===== src/rtl/mem_arbiter.sv =====
// mem_arbiter: arbitrates an instruction-fetch port and a data port onto one
// single-port memory. At most one transaction is outstanding at a time.
//
// Ports
//   clk, reset            clock; asynchronous active-low reset
//   if_req/if_addr        fetch request and word address (address sampled on grant)
//   if_gnt                fetch accepted (combinational, valid in the IDLE cycle)
//   if_rvalid/if_rdata    fetch completion pulse and held instruction word
//   d_req/d_addr/d_wdata/d_byteen
//                         data request; byteen != 0 is a store, 0 is a load
//   d_gnt                 data accepted (combinational, valid in the IDLE cycle)
//   d_rvalid/d_rdata      data completion pulse and held load data (0 for stores)
//   err                   pulses with the rvalid of a timed-out transaction
//   mem_req/mem_addr/mem_wdata/mem_byteen
//                         registered memory request, held until mem_ready
//   mem_rdata/mem_ready   memory response, only looked at while busy
//
// Parameters
//   STARVE_LIMIT  data grants allowed in a row while a fetch waits
//   TIMEOUT       busy cycles without mem_ready before abort (must be >= 1)
module mem_arbiter #(
  parameter int STARVE_LIMIT = 4,
  parameter int TIMEOUT      = 255
) (
  input  logic        clk,
  input  logic        reset,
  input  logic        if_req,
  input  logic [31:0] if_addr,
  output logic        if_gnt,
  output logic        if_rvalid,
  output logic [31:0] if_rdata,
  input  logic        d_req,
  input  logic [31:0] d_addr,
  input  logic [31:0] d_wdata,
  input  logic [3:0]  d_byteen,
  output logic        d_gnt,
  output logic        d_rvalid,
  output logic [31:0] d_rdata,
  output logic        err,
  output logic        mem_req,
  output logic [31:0] mem_addr,
  output logic [31:0] mem_wdata,
  output logic [3:0]  mem_byteen,
  input  logic [31:0] mem_rdata,
  input  logic        mem_ready
);

  typedef enum logic [1:0] {
    S_IDLE    = 2'd0,
    S_BUSY_IF = 2'd1,
    S_BUSY_D  = 2'd2
  } state_t;

  // Widths sized so the counters can hold their limit even for tiny parameters.
  localparam int SW = $clog2(STARVE_LIMIT + 2);
  localparam int TW = $clog2(TIMEOUT + 2);
  localparam logic [SW-1:0] STARVE_MAX = SW'(STARVE_LIMIT);
  // The counter starts at 0 on entry, so the TIMEOUT-th idle-waiting busy
  // cycle is the one where it holds TIMEOUT-1; that cycle triggers the abort.
  localparam logic [TW-1:0] TMO_LAST   = TW'(TIMEOUT - 1);

  function automatic logic [SW-1:0] f_starve_inc(input logic [SW-1:0] cnt);
    return (cnt == STARVE_MAX) ? cnt : cnt + SW'(1);
  endfunction

  state_t      r_state;
  logic [SW-1:0] r_starve;
  logic [TW-1:0] r_tmo;
  logic        r_if_rvalid;
  logic        r_d_rvalid;
  logic        r_err;
  logic        r_mem_req;
  logic [31:0] r_mem_addr;
  logic [31:0] r_mem_wdata;
  logic [3:0]  r_mem_byteen;
  logic [31:0] r_if_rdata;
  logic [31:0] r_d_rdata;

  logic        w_idle;
  logic        w_fetch_win;
  logic        w_if_take;
  logic        w_d_take;
  logic        w_done;
  logic        w_abort;
  logic [31:0] w_rsp_data;

  always_comb begin
    w_idle      = (r_state == S_IDLE);
    // Data normally wins; a waiting fetch wins once data has had its quota.
    w_fetch_win = if_req && (!d_req || (r_starve == STARVE_MAX));
    w_if_take   = w_idle && w_fetch_win;
    w_d_take    = w_idle && d_req && !w_fetch_win;
    w_done      = !w_idle && mem_ready;
    w_abort     = !w_idle && !mem_ready && (r_tmo == TMO_LAST);
    // Stores and aborts return zero data.
    w_rsp_data  = (w_done && (r_mem_byteen == 4'b0000)) ? mem_rdata : 32'h0;
  end

  // Grants are decided in the IDLE cycle itself; gating with reset keeps them
  // low while reset is held even though the state already reads IDLE.
  assign if_gnt = w_if_take & reset;
  assign d_gnt  = w_d_take & reset;

  always_ff @(posedge clk or negedge reset) begin
    if (!reset) begin
      r_state      <= S_IDLE;
      r_starve     <= '0;
      r_tmo        <= '0;
      r_if_rvalid  <= 1'b0;
      r_d_rvalid   <= 1'b0;
      r_err        <= 1'b0;
      r_mem_req    <= 1'b0;
      r_mem_addr   <= 32'h0;
      r_mem_wdata  <= 32'h0;
      r_mem_byteen <= 4'h0;
      r_if_rdata   <= 32'h0;
      r_d_rdata    <= 32'h0;
    end else begin
      r_if_rvalid <= 1'b0;
      r_d_rvalid  <= 1'b0;
      r_err       <= 1'b0;
      case (r_state)
        S_IDLE: begin
          if (w_if_take) begin
            r_state      <= S_BUSY_IF;
            r_mem_req    <= 1'b1;
            r_mem_addr   <= if_addr;
            r_mem_wdata  <= 32'h0;
            r_mem_byteen <= 4'h0;
            r_tmo        <= '0;
            r_starve     <= '0;
          end else if (w_d_take) begin
            r_state      <= S_BUSY_D;
            r_mem_req    <= 1'b1;
            r_mem_addr   <= d_addr;
            r_mem_wdata  <= d_wdata;
            r_mem_byteen <= d_byteen;
            r_tmo        <= '0;
            // Only a grant that actually made a fetch wait counts toward starvation.
            r_starve     <= if_req ? f_starve_inc(r_starve) : '0;
          end
        end
        S_BUSY_IF, S_BUSY_D: begin
          if (w_done || w_abort) begin
            r_state   <= S_IDLE;
            r_mem_req <= 1'b0;
            r_err     <= w_abort;
            if (r_state == S_BUSY_IF) begin
              r_if_rvalid <= 1'b1;
              r_if_rdata  <= w_rsp_data;
            end else begin
              r_d_rvalid <= 1'b1;
              r_d_rdata  <= w_rsp_data;
            end
          end else begin
            r_tmo <= r_tmo + TW'(1);
          end
        end
        default: begin
          r_state   <= S_IDLE;
          r_mem_req <= 1'b0;
        end
      endcase
    end
  end

  assign if_rvalid  = r_if_rvalid;
  assign if_rdata   = r_if_rdata;
  assign d_rvalid   = r_d_rvalid;
  assign d_rdata    = r_d_rdata;
  assign err        = r_err;
  assign mem_req    = r_mem_req;
  assign mem_addr   = r_mem_addr;
  assign mem_wdata  = r_mem_wdata;
  assign mem_byteen = r_mem_byteen;

endmodule


===== config.mk =====
export PLATFORM = sky130hd
export DESIGN_NAME = mem_arbiter
export DESIGN_NICKNAME = d
export VERILOG_FILES = /design/src/rtl/mem_arbiter.sv
export SDC_FILE = /design/constraint.sdc
export NUM_CORES = 1
export LEC_CHECK = 0
export CAP_MARGIN = 30
export CORE_UTILIZATION = 45
export CTS_CLUSTER_DIAMETER = 120
export DETAILED_ROUTE_END_ITERATION = 12
export GPL_ROUTABILITY_DRIVEN = 0
export PLACE_DENSITY = 0.95
export RECOVER_POWER = 25
export SLEW_MARGIN = 30
export SYNTH_ARGS = -nofsm -noshare
export SYNTH_HDL_FRONTEND = slang
export SYNTH_SLANG_ARGS = --single-unit

===== constraint.sdc =====
create_clock -name clk -period 6.3 [get_ports clk]
set_input_delay 1.26 -clock clk [delete_from_list [all_inputs] [get_ports clk]]
set_output_delay 1.26 -clock clk [all_outputs]
set_load 0.02 [all_outputs]

==> flow_summary.json <==
{
  "timing_hold_violations_final": 0,
  "syn_nets": 659,
  "required_ns": 5.04,
  "synth_xor_area_share_pct": 0.143,
  "synth_cell_types": 43,
  "cts_resized": 0,
  "period_needed_ns": 4.76,
  "vias": 5391,
  "worstPathMaxFanout": 34,
  "drv_cap": 1,
  "seq_area_frac_synth_pct": 61.2,
  "synth_edf_count": 0,
  "layout-drive-gt1-share_pct": 5.99,
  "finalNetCount": 915,
  "cts_root_buf": "clkbuf_16",
  "die_y_um": 119,
  "ys_async_sr_fraction_pct": 100,
  "synth_compound_area_share_pct": 24.7,
  "ys_ff_latch": 150,
  "ir_worst_vdd_mv": 0.302,
  "cts-hold-fix-buffers": 0,
  "die-area_um2": 14100,
  "status": "complete, but fails checks",
  "vias_per_cell": 5.62,
  "antenna_left": 0,
  "synth_top_family_by_area": "compound AO/OA/AOI/OAI gates",
  "yosys-top-cells-area": "dfrtp_1 (61%), a22o_1 (5.7%), a32o_1 (5.4%), o2bb2ai_1 (4.7%), nand2_1 (4.5%)",
  "io_buffers": 274,
  "postLayoutCellArea_um2": 9600,
  "cts.htree.levels": 4,
  "cts_sinks": 150,
  "clk-insertion-delay-late_ns": 0.41,
  "drtPass1Iterations": 4,
  "grt_pass1_wl_um": 28200,
  "drt_iter0_markers": 423,
  "cp-start-kind": "input port",
  "core_um2": 13300,
  "drv_slew": 19,
  "fin_tns_setup_ns": 0,
  "synth_cells": 516,
  "postCtsSetupBuffers": 0,
  "grt.overflow.total": 0,
  "synthAdderAreaFrac_pct": 1.22,
  "fmax_mhz": 210,
  "hold_class": "flop to flop",
  "rsz0062_at_grt": "false",
  "grt_usage_pct": 25.6,
  "cts_buffers": 17,
  "synthMuxAreaShare_pct": 0,
  "placed_cell_area_um2": 8970,
  "cts_buffer_depth": 2,
  "criticalPathCategory": "input port to output pin",
  "antennaDiodeCount": 0,
  "grt_max_degree": 80,
  "syn_avg_cell_area_um2": 11.9,
  "fillers": 931,
  "end_kind": "output pin",
  "synth_top_area_share_pct": 61.2,
  "yosysTopAreaCell": "dfrtp_1",
  "dpl.hpwl_um": 11900,
  "cts_tree": "built",
  "fin_worst_skew_ns": 0.00914,
  "reg2reg_slack_ns": 3.46,
  "rows": 42,
  "synthSimpleGateAreaFrac_pct": 8.56,
  "finalSetupViolCount": 0,
  "wl_per_cell_um": 18.2,
  "antenna_found_initial": 0,
  "slew_headroom_pct": -37.6,
  "syn_area_um2": 6140,
  "violations": "max-capacitance violations, max-slew violations",
  "ys_dominant_reg_cell": "dfrtp_1",
  "worstMarginPinSlew_ns": 2.04,
  "leakage_nw": 4.06,
  "die_w_um": 119,
  "period_share_pct": 75.5,
  "io_pins": 275,
  "areaGrowthSynthToFinish_pct": 56.5,
  "hold_slack_ns": 0.478,
  "grt_pass1_vias": 5445,
  "powerDensity_nw_per_um2": 485,
  "initial_core_util_pct": 46.2,
  "wl_um": 17500,
  "critical_path_arrival_ns": 3.50,
  "drc": 0,
  "clk_pin_slew_ns": 0.06,
  "ys_warn_count": 0
}
## Yosys cell counts (all sizes together) (4+ instances only)
cell / n
a22o: 40
a32o: 33
and2: 4
buf: 23
clkbuf: 22
dfrtp: 150
ha: 6
inv: 11
nand2: 73
nand3: 5
nor3: 6
o21ai: 39
o22ai: 32
o2bb2ai: 33
## area by class of cell
class / count / area [µm²] / share of cell area [%]
flip-flops and latches: 150 / 3750 / 39.1
repair buffers: 282 / 2840 / 29.5
multi-input cells: 310 / 2130 / 22.2
clock buffers: 20 / 447 / 4.65
well taps: 176 / 220 / 2.29
clock inverters: 11 / 174 / 1.81
inverters: 11 / 41.3 / 0.430
## layer usage
metal | global-route usage (%) | part of all wire [%] | vias to the layer above
met1 | 30.7 | 41 | 2663
li1 | - | - | 2476
met2 | 43.3 | 51 | 214
met5 | 0 | 0 | -
met3 | 6.08 | 5.4 | 38
met4 | 12.3 | 2.7 | 0
## kinds of logic (layout without fill, tap and decap cells)
family,Yosys count,in the layout
AOI/OAI and AO/OA,194,194
DFF,150,150
and+or+nand+nor,109,109
buffers and inverters,56,324
adders and majority gates,6,6
xor gates and xnor gates,1,1
## worst max-delay path, cell delays in order
cell,delay [ns]
clkdlybuf4s50_1,0.53
a21bo_2,0.25
nand2_1,0.06
buf_4,0.33
and3_1,0.27
and2_1,0.15
clkdlybuf4s50_1,0.64
## state kept, by name (all words and copies together), names as in the netlist
name and cells:
d_rvalid 1, if_rvalid 1, mem_req 1, mem_wdata 32
mem_byteen 4, r_state 2, r_starve 3, r_tmo 9
if_rdata 32, err 1, mem_addr 32, d_rdata 32
## placed cells by master (no fill, tap or decap), drive strengths merged, types with 2 or more instances in the layout
| cell | n |
|---|---|
| o211ai | 3 |
| clkbuf | 20 |
| o21a | 3 |
| nor2b | 3 |
| nand2b | 2 |
| bufinv | 4 |
| o21ai | 39 |
| inv | 12 |
| clkinv | 3 |
| and3 | 2 |
| a21oi | 3 |
| and2 | 4 |
| nor3 | 6 |
| nand3 | 5 |
| nor4b | 2 |
| a221o | 3 |
| nor4 | 3 |
| clkinvlp | 3 |
| o2bb2ai | 33 |
| buf | 9 |
| clkdlybuf4s50 | 273 |
| dfrtp | 150 |
| nor2 | 2 |
| a22o | 40 |
| a21o | 2 |
| a32o | 33 |
| nand2 | 73 |
| ha | 6 |
| o22ai | 32 |
## where the power goes
group | switching [mW] | internal [mW] | leakage [nW]
sequential | 0.210 | 1.31 | 1.97
clock | 0.394 | 0.673 | 0.293
combinational | 1.11 | 0.953 | 1.80
## path summary, 6_finish.rpt
check                                          from  cells past startpoint                         to
hold / removal             mem_addr[19]$_DFFE_PN0P_                      2   mem_addr[19]$_DFFE_PN0P_
max in group asynchronous                     reset                      2  mem_wdata[25]$_DFFE_PN0P_
setup / recovery                              d_req                      7                      d_gnt
min in group asynchronous                     reset                      1    d_rdata[10]$_DFFE_PN0P_
hold reg to reg            mem_addr[19]$_DFFE_PN0P_                      2   mem_addr[19]$_DFFE_PN0P_
setup reg to reg             r_state[0]$_DFFE_PN0P_                      6    d_rdata[16]$_DFFE_PN0P_
## stage by stage
stage / util, % / power, mW / std cells / worst slack (ns)
after CTS: 72.2 / 4.69 / 959 / 1.50
after global routing: 72.2 / 4.89 / 960 / 1.44
final: 72.2 / 4.66 / 960 / 1.54
after detailed placement: 67.5 / 3.60 / 928 / 1.50
after floorplan: - / 2.59 / 516 / 2.65
after global placement: 67.3 / 3.51 / 927 / 1.31
(Power assumes the default switching activity.)
